File: src/rtl/mul_pkg.sv
// Shared definitions for the multiplier result path.
// Holds the product and word widths and the one-hot state encoding
// used by product_collector.
package mul_pkg;

  localparam int PROD_W = 67;
  localparam int WORD_W = 32;

  localparam logic [2:0] ST_IDLE = 3'b001;
  localparam logic [2:0] ST_LO   = 3'b010;
  localparam logic [2:0] ST_HI   = 3'b100;

  typedef enum logic [2:0] {
    IDLE = ST_IDLE,
    LO   = ST_LO,
    HI   = ST_HI
  } state_t;

endpackage

File: src/rtl/product_collector_if.sv
// Result word stream from product_collector to its consumer.
// Ports:
//   out_data  - 32-bit result word
//   out_valid - out_data is valid
//   out_ready - consumer accepts the word
//   out_last  - current word is the high word of the product
interface product_collector_if;
  import mul_pkg::*;

  logic [WORD_W-1:0] out_data;
  logic              out_valid;
  logic              out_ready;
  logic              out_last;

  modport master (output out_data, output out_valid, output out_last, input out_ready);
  modport slave  (input out_data, input out_valid, input out_last, output out_ready);

endinterface

File: src/rtl/product_collector_sign_fit_check.sv
// Reports whether the bits of value from TOP up to the MSB are all equal,
// i.e. whether value fits in a signed field TOP+1 bits wide.
// Ports:
//   value     - input word, WIDTH bits
//   all_equal - 1 when value[WIDTH-1:TOP] is all zeros or all ones
module sign_fit_check #(
  parameter int WIDTH = 67,
  parameter int TOP   = 63
) (
  input  logic [WIDTH-1:0] value,
  output logic             all_equal
);

  // Arithmetic shift leaves a sign extension of value[WIDTH-1:TOP], which is
  // all zeros or all ones exactly when those upper bits agree.
  logic [WIDTH-1:0] shifted;

  assign shifted   = WIDTH'($signed(value) >>> TOP);
  assign all_equal = (shifted == '0) || (&shifted);

endmodule

File: src/rtl/product_collector.sv
// Collects 67-bit signed products from the multiplier and emits each as two
// 32-bit words (low then high) on a valid/ready stream. One extra product
// can wait in a pending register; further products arriving while busy are
// dropped.
// Ports:
//   clk, rst_b  - clock, asynchronous active-low reset
//   done        - one-cycle pulse, product is final
//   product     - signed product from the multiplier
//   stream      - result word stream (master side)
//   ovf         - held product does not fit in 64 bits signed
//   fits32      - held product fits in 32 bits signed
//   busy        - a product is being emitted
//   drop        - a product was discarded this cycle
//   result_cnt  - completed two-word transfers, wrapping
module product_collector
  import mul_pkg::*;
#(
  parameter int CNT_W = 8
) (
  input  logic              clk,
  input  logic              rst_b,
  input  logic              done,
  input  logic [PROD_W-1:0] product,
  product_collector_if.master stream,
  output logic              ovf,
  output logic              fits32,
  output logic              busy,
  output logic              drop,
  output logic [CNT_W-1:0]  result_cnt
);

  state_t            state, state_nxt;
  logic [PROD_W-1:0] hold;
  logic [PROD_W-1:0] pend;
  logic              pend_valid;
  logic              hi_xfer;
  logic              top64_eq;
  logic              top32_eq;

  // The high word is accepted: the current product is finished this cycle.
  assign hi_xfer = (state == HI) && stream.out_ready;
  assign busy    = (state != IDLE);

  // Next state and stream outputs. A finishing product may be followed
  // directly by the pending one or by a product arriving this same cycle,
  // so back-to-back results need no IDLE cycle.
  always_comb begin
    state_nxt        = state;
    stream.out_valid = 1'b0;
    stream.out_last  = 1'b0;
    stream.out_data  = '0;
    drop             = 1'b0;
    case (state)
      IDLE: begin
        if (done) state_nxt = LO;
      end
      LO: begin
        stream.out_valid = 1'b1;
        stream.out_data  = hold[WORD_W-1:0];
        if (stream.out_ready) state_nxt = HI;
      end
      HI: begin
        stream.out_valid = 1'b1;
        stream.out_last  = 1'b1;
        stream.out_data  = hold[2*WORD_W-1:WORD_W];
        if (stream.out_ready) state_nxt = (pend_valid || done) ? LO : IDLE;
      end
      default: state_nxt = IDLE;
    endcase
    // A full pending slot only frees up when the high word goes out now.
    if (done && busy && pend_valid && !hi_xfer) drop = 1'b1;
  end

  // State, hold/pending registers and the completion counter. When the high
  // word leaves with a product pending, the pending one moves to hold and
  // any product arriving at the same time refills the pending slot.
  always_ff @(posedge clk or negedge rst_b) begin
    if (!rst_b) begin
      state      <= IDLE;
      hold       <= '0;
      pend       <= '0;
      pend_valid <= 1'b0;
      result_cnt <= '0;
    end else begin
      state <= state_nxt;
      if (state == IDLE) begin
        if (done) hold <= product;
      end else if (hi_xfer) begin
        result_cnt <= result_cnt + CNT_W'(1);
        if (pend_valid) begin
          hold <= pend;
          if (done) pend <= product;
          else      pend_valid <= 1'b0;
        end else if (done) begin
          hold <= product;
        end
      end else if (done && !pend_valid) begin
        pend       <= product;
        pend_valid <= 1'b1;
      end
    end
  end

  sign_fit_check #(.WIDTH(PROD_W), .TOP(2*WORD_W-1)) u_fit64 (
    .value     (hold),
    .all_equal (top64_eq)
  );

  sign_fit_check #(.WIDTH(PROD_W), .TOP(WORD_W-1)) u_fit32 (
    .value     (hold),
    .all_equal (top32_eq)
  );

  // Range flags describe the held product and are forced low when idle.
  assign ovf    = busy && !top64_eq;
  assign fits32 = busy && top32_eq;

endmodule

File: src/flat_wrapper.sv
// flat-port wrapper written by rule: the top's interface ports become plain ports
module product_collector_flat import mul_pkg::*;
#(
  parameter int CNT_W = 8
)
  (clk, rst_b, done, product, ovf, fits32, busy, drop, result_cnt, stream_out_data, stream_out_valid, stream_out_last, stream_out_ready);
  product_collector_if stream_i ();
  input  logic clk;
  input  logic rst_b;
  input  logic done;
  input  logic [PROD_W-1:0] product;
  output logic ovf;
  output logic fits32;
  output logic busy;
  output logic drop;
  output logic [CNT_W-1:0] result_cnt;
  output wire logic [$bits(stream_i.out_data)-1:0] stream_out_data;
  output wire logic [$bits(stream_i.out_valid)-1:0] stream_out_valid;
  output wire logic [$bits(stream_i.out_last)-1:0] stream_out_last;
  input wire logic [$bits(stream_i.out_ready)-1:0] stream_out_ready;
  assign stream_out_data = stream_i.out_data;
  assign stream_out_valid = stream_i.out_valid;
  assign stream_out_last = stream_i.out_last;
  assign stream_i.out_ready = stream_out_ready;
  product_collector #(.CNT_W(CNT_W)) u_core (.clk(clk), .rst_b(rst_b), .done(done), .product(product), .stream(stream_i), .ovf(ovf), .fits32(fits32), .busy(busy), .drop(drop), .result_cnt(result_cnt));
endmodule
File: config.mk
export PLATFORM = sky130hd
export DESIGN_NAME = product_collector_flat
export DESIGN_NICKNAME = d
export VERILOG_FILES = /design/src/rtl/mul_pkg.sv /design/src/rtl/product_collector_if.sv /design/src/rtl/product_collector_sign_fit_check.sv /design/src/rtl/product_collector.sv /design/src/flat_wrapper.sv
export SDC_FILE = /design/constraint.sdc
export NUM_CORES = 1
export LEC_CHECK = 0
export ABC_AREA = 1
export CAP_MARGIN = 10
export CORE_UTILIZATION = 30
export DETAILED_ROUTE_END_ITERATION = 12
export PLACE_DENSITY = 0.53
export SYNTH_ARGS = -nofsm -noshare
export SYNTH_HDL_FRONTEND = slang
export SYNTH_SLANG_ARGS = --single-unit
File: constraint.sdc
create_clock -name clk -period 2.7 [get_ports clk]
set_input_delay 0.54 -clock clk [delete_from_list [all_inputs] [get_ports clk]]
set_output_delay 0.54 -clock clk [all_outputs]
set_load 0.005 [all_outputs]
==> impl_metrics.yaml, run 1 <==
setup_path:
  critPathSlowestCell: "clkdlybuf4s50_1"
  cp_data_required_time_ns: 2.16
  max_stage_delay_ns: 0.55
  start_kind: "register"
  crit_buf_inv: 3
  crit_fanout: 33
  worstPathCellList: "inv_1 > nand3_2 > buf_12 > o22ai_1 > clkdlybuf4s50_1"
  arrival_ns: 2.09
  end_kind: "output pin"
  critPathTopFamily: "buffers and inverters"
  path_class: "reg2out"
pwr:
  switching_share_pct: 43.0
  switching_power_mw: 5.01
  p_int_mw: 6.62
  power.share.sequential_pct: 32.7
  power_frac_comb_pct: 46.0
  worst_ir_drop_vdd_mv: 1.10
  p_per_area_mw_per_mm2: 1180
  clock_power_share_pct: 21.3
  leakage_nw: 4.46
run:
  max_cap_violations: 0
yosys:
  syn_area_per_cell_um2: 7.80
  syn-cell-area_mm2: 0.00761
  yosysWarnings: 0
  ys_ff_latch: 146
  synth.distinct_cells: 26
  synth-seq-area-share_pct: 48.0
  syn_nets: 1047
  synthCells: 975
timing:
  worst_pin_slew_ns: 0.714
  worst_hold_slack_ns: 0.0965
  hold_viol_final: 0
  period_needed_ns: 2.63
  setup_viol: 0
  slew_headroom_pct: 52.4
  setup_ws_ns: 0.0658
  max_freq_mhz: 380
  period_share_pct: 97.6
  skew_ns: 0.00783
  grt_setup_unrepaired: "true"
  drv_slew: 0
cells_and_area:
  fin_util_pct: 40.0
  drive_gt1_share_pct: 7.22
  area_growth_pct: 29.2
  nNetsFinal: 1126
  diodes: 0
  fill_cells: 2491
drt:
  drc: 0
  drt-pass1-iter-count: 7
  wl_mm: 23.5
  wl_per_cell_um: 16.9
  ant_nets: 0
  drt_iter0_markers: 399
  via_per_inst: 5.09
  vias: 7077
min_path:
  hold_path.class: "in2async"
clocking:
  numCtsBuffers: 17
  htree_levels: 4
  clock-root-buffer: "clkbuf_16"
  cts.clk_slew.worst_paths_ns: 0.06
  cts_tree: "done"
  clk_latency_ns: 0.43
  cts_sinks: 146
  clockBufferDepth: 2
placed_design:
  hpwlAfterDp_mm: 14.7
  place_ws_ns: 0.180
  gp_congestion: 0.791
  io_buffers: 116
global_route:
  grt_pass1_wl_mm: 38.2
  grt_max_degree: 138
  top_usage_layer: "met1"
  antenna_found_initial: 0
  use_met3_pct: 2.93
  grt_use_total_pct: 18.9
  grt_use_met2_pct: 27.7
  grt-ovfl-total: 0
  met1_usage_pct: 27.9
  grt_pass1_vias: 6665
die:
  initial_utilization_pct: 30.9
  pin_count: 117
  dieArea_mm2: 0.0260
  row_count: 57
  core-area_mm2: 0.0246
  die_h_um: 161
  die_w_um: 161
status:
  outcome: "complete, no violations"
==> cell families after synthesis <==
| logic type | Yosys count | synth area share, % |
|---|---|---|
| simple gates | 424 | 23.9 |
| compound gates | 241 | 18.8 |
| buf+inv | 156 | 8.35 |
| flops | 146 | 48.0 |
| xor+xnor | 7 | 0.806 |
| fa+ha+maj | 1 | 0.164 |
==> cell type report <==
type | instances | area (µm²) | share of cell area, %
Sequential cell | 146 | 3650 | 37.2
Multi-Input combinational cell | 673 | 3410 | 34.7
Timing Repair Buffer | 138 | 1460 | 14.8
Clock buffer | 18 | 429 | 4.36
Tap cell | 324 | 405 | 4.12
Inverter | 78 | 293 | 2.98
Clock inverter | 14 | 180 | 1.83
==> registers in the layout, indices dropped and copies added (netlist names) <==
name               flops
u_core.result_cnt      8
u_core.pend           67
u_core.pend_valid      1
u_core.state           3
u_core.hold           67
==> power groups by stage <==
stage          logic [mW]  clock network (mW)  registers, mW
2_1_floorplan        3.64                   0           3.68
3_3_place_gp         5.24                   0           3.82
3_5_place_dp         5.34                   0           3.81
4_1_cts              5.38                2.53           3.80
5_1_grt              6.11                2.62           3.93
6_report             5.35                2.48           3.80
==> cells in the mapped netlist (all sizes together) <==
cell type | instances | area share (%)
nor3 | 5 | 0.33
buf | 31 | 2.2
o22ai | 34 | 2.8
o211ai | 67 | 6.6
clkbuf | 47 | 2.3
xnor2 | 3 | 0.35
inv | 78 | 3.8
nand2 | 241 | 12
nor2 | 98 | 4.9
nand3 | 7 | 0.69
dfrtp | 145 | 48
xor2 | 4 | 0.46
nand4 | 73 | 6.0
a21oi | 69 | 4.5
o21ai | 71 | 4.8
dfstp | 1 | 0.35
ha | 1 | 0.16
==> timing repair <==
item,in CTS,in global routing
pin swaps,1,0
hold buffers,0,0
setup endpoints to repair,21,11
resized for setup,4,9
buffers inserted,3,0
cloned,0,0
==> cell usage in the layout, fill, tap and decap left out, drive strengths merged, types with 7 or more instances in the layout <==
cell	count
dfrtp	145
clkbuf	18
nor2	98
nand2	241
o22ai	34
clkdlybuf4s50	111
buf	24
a21oi	69
inv	81
o21ai	71
nand4	73
nand3	7
o211ai	67
==> worst register-to-register path, delay by kind of cell (launching register included) <==
| kind | cells | cell delay (ns) |
|---|---|---|
| and+or+nand+nor | 2 | 0.37 |
| AOI/OAI and AO/OA | 2 | 0.35 |
| buffers and inverters | 3 | 0.74 |
| DFF | 1 | 0.39 |
==> metal layers <==
layer  up-vias  wire, µm  share of wire (%)
met2       178     10600                 45
li1       3480         -                  -
met1      3395     11600                 49
met5         -         0                  0
met4         0       444                1.9
met3        24       864                3.7
==> final timing paths <==
kind | depth (start not counted) | from | slack (ns) | to
min | 1 | rst_b | 0.1 | u_core.pend[50]
max in group asynchronous | 2 | rst_b | 1.94 | u_core.pend[33]
max reg2reg | 7 | u_core.state[2] | 0.72 | u_core.hold[3]
min in group clk | 2 | u_core.pend[13] | 0.47 | u_core.pend[13]
max | 5 | u_core.state[2] | 0.07 | stream_out_data[16]
min reg2reg | 2 | u_core.pend[13] | 0.47 | u_core.pend[13]
==> stage by stage <==
step / std cells / TNS, ns / total power [mW] / area, µm²
2_1_floorplan: 975 / 0 / 7.32 / 7610
3_3_place_gp: 1356 / 0 / 9.05 / 9140
3_5_place_dp: 1356 / 0 / 9.15 / 9140
4_1_cts: 1391 / 0 / 11.7 / 9790
5_1_grt: 1391 / -0.0517 / 12.7 / 9830
6_report: 1391 / 0 / 11.6 / 9830
Note: power is estimated with default switching activity, not from simulation.
==> run 2: changes to the inputs <==
--- a/config.mk
+++ b/config.mk
@@ -10,6 +10,7 @@
 export CORE_UTILIZATION = 30
 export DETAILED_ROUTE_END_ITERATION = 12
 export PLACE_DENSITY = 0.53
+export SKIP_CTS_REPAIR_TIMING = 1
 export SYNTH_ARGS = -nofsm -noshare
 export SYNTH_HDL_FRONTEND = slang
 export SYNTH_SLANG_ARGS = --single-unit
==> constraint.sdc (replaced) <==
create_clock -name clk -period 3.3 [get_ports clk]
set_input_delay 0.66 -clock clk [delete_from_list [all_inputs] [get_ports clk]]
set_output_delay 0.66 -clock clk [all_outputs]
set_load 0.005 [all_outputs]
==> impl_metrics.yaml, run 2 (same netlist as run 1, synthesis figures left out) <==
cells_and_area:
  diodes: 0
  fin_util_pct: 39.5
  layout.cells.most_common_list: "nand2_1, dfrtp_1, clkdlybuf4s50_1"
  seqCellArea_mm2: 0.00365
  reg_top3: "u_core.hold: 67 flops, u_core.pend: 67 flops, u_core.result_cnt: 8 flops"
  fill_cells: 2493
  area_growth_pct: 27.9
  mostFrequentLayoutCell: "nand2_1"
  drive_gt1_share_pct: 5.66
  final_area_mm2: 0.00973
  multi_input_area_mm2: 0.00335
  nNetsFinal: 1120
drt:
  wl_mm: 23.6
  drc: 0
  ant_nets: 0
  drt_iter0_markers: 524
  wl_per_cell_um: 17.0
  via_per_inst: 5.07
  vias: 7026
  drt-pass1-iter-count: 5
clocking:
  cts_tree: "done"
  htree_levels: 4
  clock-root-buffer: "clkbuf_16"
  clockBufferDepth: 2
  cts_sinks: 146
  numCtsBuffers: 17
  clk_latency_ns: 0.42
  cts.clk_slew.worst_paths_ns: 0.06
timing:
  setup_ws_ns: 0.294
  period_needed_ns: 3.01
  worst_hold_slack_ns: 0.332
  slew_headroom_pct: 39.6
  skew_ns: 0.0102
  worst_pin_slew_ns: 0.905
  grt_setup_unrepaired: "false"
  setup_tns_ns: 0
  drv_slew: 0
  max_freq_mhz: 333
  period_share_pct: 91.1
  setup_viol: 0
  hold_viol_final: 0
global_route:
  grt_use_total_pct: 19.0
  grt_pass1_wl_mm: 38.4
  grt-ovfl-total: 0
  grt_max_degree: 138
  antenna_found_initial: 0
  grt_pass1_vias: 6767
min_path:
  hold_path.class: "in2async"
setup_path:
  crit_fanout: 19
  path_class: "reg2out"
  worstPathCellList: "inv_2 > nand3_4 > buf_4 > o22ai_1 > clkdlybuf4s50_1"
  max_stage_delay_ns: 0.56
  cp_data_required_time_ns: 2.64
  critPathSlowestCell: "clkdlybuf4s50_1"
  end_kind: "output pin"
  start_kind: "register"
  arrival_ns: 2.35
  critPathTopFamily: "buffers and inverters"
  crit_buf_inv: 3
die:
  core-area_mm2: 0.0246
  dieArea_mm2: 0.0260
  initial_utilization_pct: 30.9
  row_count: 57
  pin_count: 117
  die_w_um: 161
  die_h_um: 161
placed_design:
  hpwlAfterDp_mm: 14.7
  gp_congestion: 0.811
  placed_area_mm2: 0.00906
  place_ws_ns: 0.406
  io_buffers: 116
status:
  outcome: "complete, no violations"
pwr:
  worst_ir_drop_vdd_mv: 0.594
  p_per_area_mw_per_mm2: 991
  leakage_nw: 4.37
run:
  max_cap_violations: 0
-- run 2: worst paths after layout --
check / start / endpoint / slack [ns] / cells past startpoint
max: u_core.state[1] / stream_out_data[20] / 0.29 / 5
min: rst_b / u_core.hold[42] / 0.33 / 1
max reg2reg: u_core.state[0] / u_core.hold[52] / 1.03 / 7
min reg2reg: u_core.pend[34] / u_core.pend[34] / 0.47 / 2
max in group asynchronous: rst_b / u_core.state[0] / 2.15 / 2
min in group clk: u_core.pend[34] / u_core.pend[34] / 0.47 / 2
-- run 2: per-stage QoR --
stage               total power [mW]  instances
detailed placement              7.47       1353
global route                    10.5       1385
finish                          9.64       1385
global placement                7.39       1353
CTS                             9.71       1385
floorplan                       5.99        975
-- run 2: layout make-up --
class	instances	share of cell area [%]
clock inverters	13	2.40
flip-flops and latches	146	37.6
repair buffers	132	13.9
well taps	324	4.17
multi-input cells	673	34.5
inverters	78	3.01
clock buffers	19	4.45
-- run 2: metal layers --
metal / global-route usage (%) / vias up / routed length [µm]
li1: - / 3464 / -
met1: 28.4 / 3364 / 11800
met2: 27.7 / 169 / 10400
met3: 2.75 / 29 / 872
met4: 6.48 / 0 / 519
met5: 0 / - / 0
-- run 2: power by group --
group | internal, mW | total (mW) | switching, mW | leakage, nW
combinational | 1.51 | 4.31 | 2.80 | 2.24
sequential | 2.65 | 3.12 | 0.463 | 1.82
clock | 1.42 | 2.21 | 0.792 | 0.313
==> run 3: changes to the inputs <==
--- a/config.mk
+++ b/config.mk
@@ -7,8 +7,10 @@
 export LEC_CHECK = 0
 export ABC_AREA = 1
 export CAP_MARGIN = 10
+export CORE_MARGIN = 1.5
 export CORE_UTILIZATION = 30
 export DETAILED_ROUTE_END_ITERATION = 12
+export MAX_ROUTING_LAYER = met4
 export PLACE_DENSITY = 0.53
 export SKIP_CTS_REPAIR_TIMING = 1
 export SYNTH_ARGS = -nofsm -noshare
==> impl_metrics.yaml, run 3 (same netlist as run 1, synthesis figures left out) <==
pwr:
  power_frac_comb_pct: 46.0
  switching_power_mw: 4.08
  clock_power_share_pct: 20.7
  switching_share_pct: 43.7
  p_per_area_mw_per_mm2: 970
  p_int_mw: 5.27
  leakage_nw: 4.31
  power.share.sequential_pct: 33.2
  worst_ir_drop_vdd_mv: 0.992
drt:
  drt-pass1-iter-count: 5
  ant_nets: 0
  vias: 7057
  wl_mm: 24.0
  via_per_inst: 5.08
  drt_iter0_markers: 466
  wl_per_cell_um: 17.2
  drc: 0
cells_and_area:
  fin_util_pct: 38.5
  layout.cells.most_common_list: "nand2_1, dfrtp_1, clkdlybuf4s50_1"
  reg_top3: "u_core.hold: 67 flops, u_core.pend: 67 flops, u_core.result_cnt: 8 flops"
  nNetsFinal: 1119
  diodes: 0
  mostFrequentLayoutCell: "nand2_1"
  drive_gt1_share_pct: 5.66
  finalNonFillerCells: 1390
  area_growth_pct: 26.8
placed_design:
  gp_congestion: 0.810
  place_ws_ns: 0.431
  hpwlAfterDp_mm: 14.9
  io_buffers: 116
  placedCellCount: 1358
clocking:
  clk_latency_ns: 0.42
  htree_levels: 4
  cts_sinks: 146
  numCtsBuffers: 17
  clockBufferDepth: 2
  cts_tree: "done"
  clock-root-buffer: "clkbuf_16"
  cts.clk_slew.worst_paths_ns: 0.06
setup_path:
  cp_data_required_time_ns: 2.64
  worstPathCellList: "inv_1 > nand3_1 > o22ai_1 > clkdlybuf4s50_1"
  max_stage_delay_ns: 0.58
  arrival_ns: 2.52
  path_class: "reg2out"
  critPathSlowestCell: "clkdlybuf4s50_1"
  end_kind: "output pin"
  crit_fanout: 11
  start_kind: "register"
timing:
  grt_setup_unrepaired: "false"
  hold_viol_final: 0
  drv_slew: 0
  max_freq_mhz: 314
  skew_ns: 0.00805
  setup_ws_ns: 0.120
  slew_headroom_pct: 39.6
  period_share_pct: 96.4
  setup_tns_ns: 0
  period_needed_ns: 3.18
  worst_pin_slew_ns: 0.905
  worst_hold_slack_ns: 0.232
  setup_viol: 0
run:
  max_cap_violations: 0
global_route:
  grt_use_total_pct: 19.2
  grt_pass1_vias: 6567
  grt_pass1_wl_mm: 37.9
  met1_usage_pct: 26.8
  grt_use_met2_pct: 29.0
  grt-ovfl-total: 0
  use_met3_pct: 3.29
  antenna_found_initial: 0
  top_usage_layer: "met2"
  grt_max_degree: 138
die:
  dieArea_mm2: 0.0263
  die_w_um: 162
  pin_count: 117
  core-area_mm2: 0.0250
  initial_utilization_pct: 30.4
  die_h_um: 162
  row_count: 58
min_path:
  hold_path.class: "in2async"
status:
  outcome: "complete, no violations"
-- run 3: cell type report --
cell class | count | area [µm²]
fill | 2556 | 15400
tap | 330 | 413
multi-input combinational | 673 | 3350
inverter | 78 | 293
clock inverter | 14 | 156
timing repair buffer | 131 | 1350
clock buffer | 18 | 429
sequential | 146 | 3650
-- run 3: path summary, 6_finish.rpt --
| kind | start | to | slack [ns] | cells past startpoint |
|---|---|---|---|---|
| worst max-delay path | u_core.state[2] | stream_out_data[3] | 0.12 | 4 |
| worst min-delay path | rst_b | u_core.hold[43] | 0.23 | 1 |
| worst max register to register | u_core.state[0] | u_core.hold[50] | 1.02 | 7 |
| worst min register to register | u_core.pend[16] | u_core.pend[16] | 0.47 | 2 |
| max in group asynchronous | rst_b | u_core.hold[1] | 2.24 | 2 |
| min in group clk | u_core.pend[16] | u_core.pend[16] | 0.47 | 2 |
-- run 3: metrics by stage --
stage,power (mW),cell area [µm²]
5_1_grt,10.2,9650
4_1_cts,9.44,9650
3_3_place_gp,7.40,9060
2_1_floorplan,5.99,7610
6_report,9.36,9650
3_5_place_dp,7.47,9060
-- run 3: metal layers --
metal / routed length [µm] / share of wire [%]
met5: 0 / 0
met4: 314 / 1.3
met3: 971 / 4.1
met2: 11100 / 46
met1: 11600 / 48
-- run 3: power by group through the flow --
stage | clock (mW) | sequential [mW] | combinational [mW]
detailed placement | 0 | 3.11 | 4.36
global route | 2.06 | 3.21 | 4.91
finish | 1.94 | 3.11 | 4.31
global placement | 0 | 3.11 | 4.29
floorplan | 0 | 3.01 | 2.98
CTS | 1.98 | 3.10 | 4.36
-- run 3: critical path, delay by kind of cell, from the launching register on --
family | cells | cell delay, ns
compound gates | 1 | 0.49
buf+inv | 2 | 0.70
flops | 1 | 0.41
simple gates | 1 | 0.50
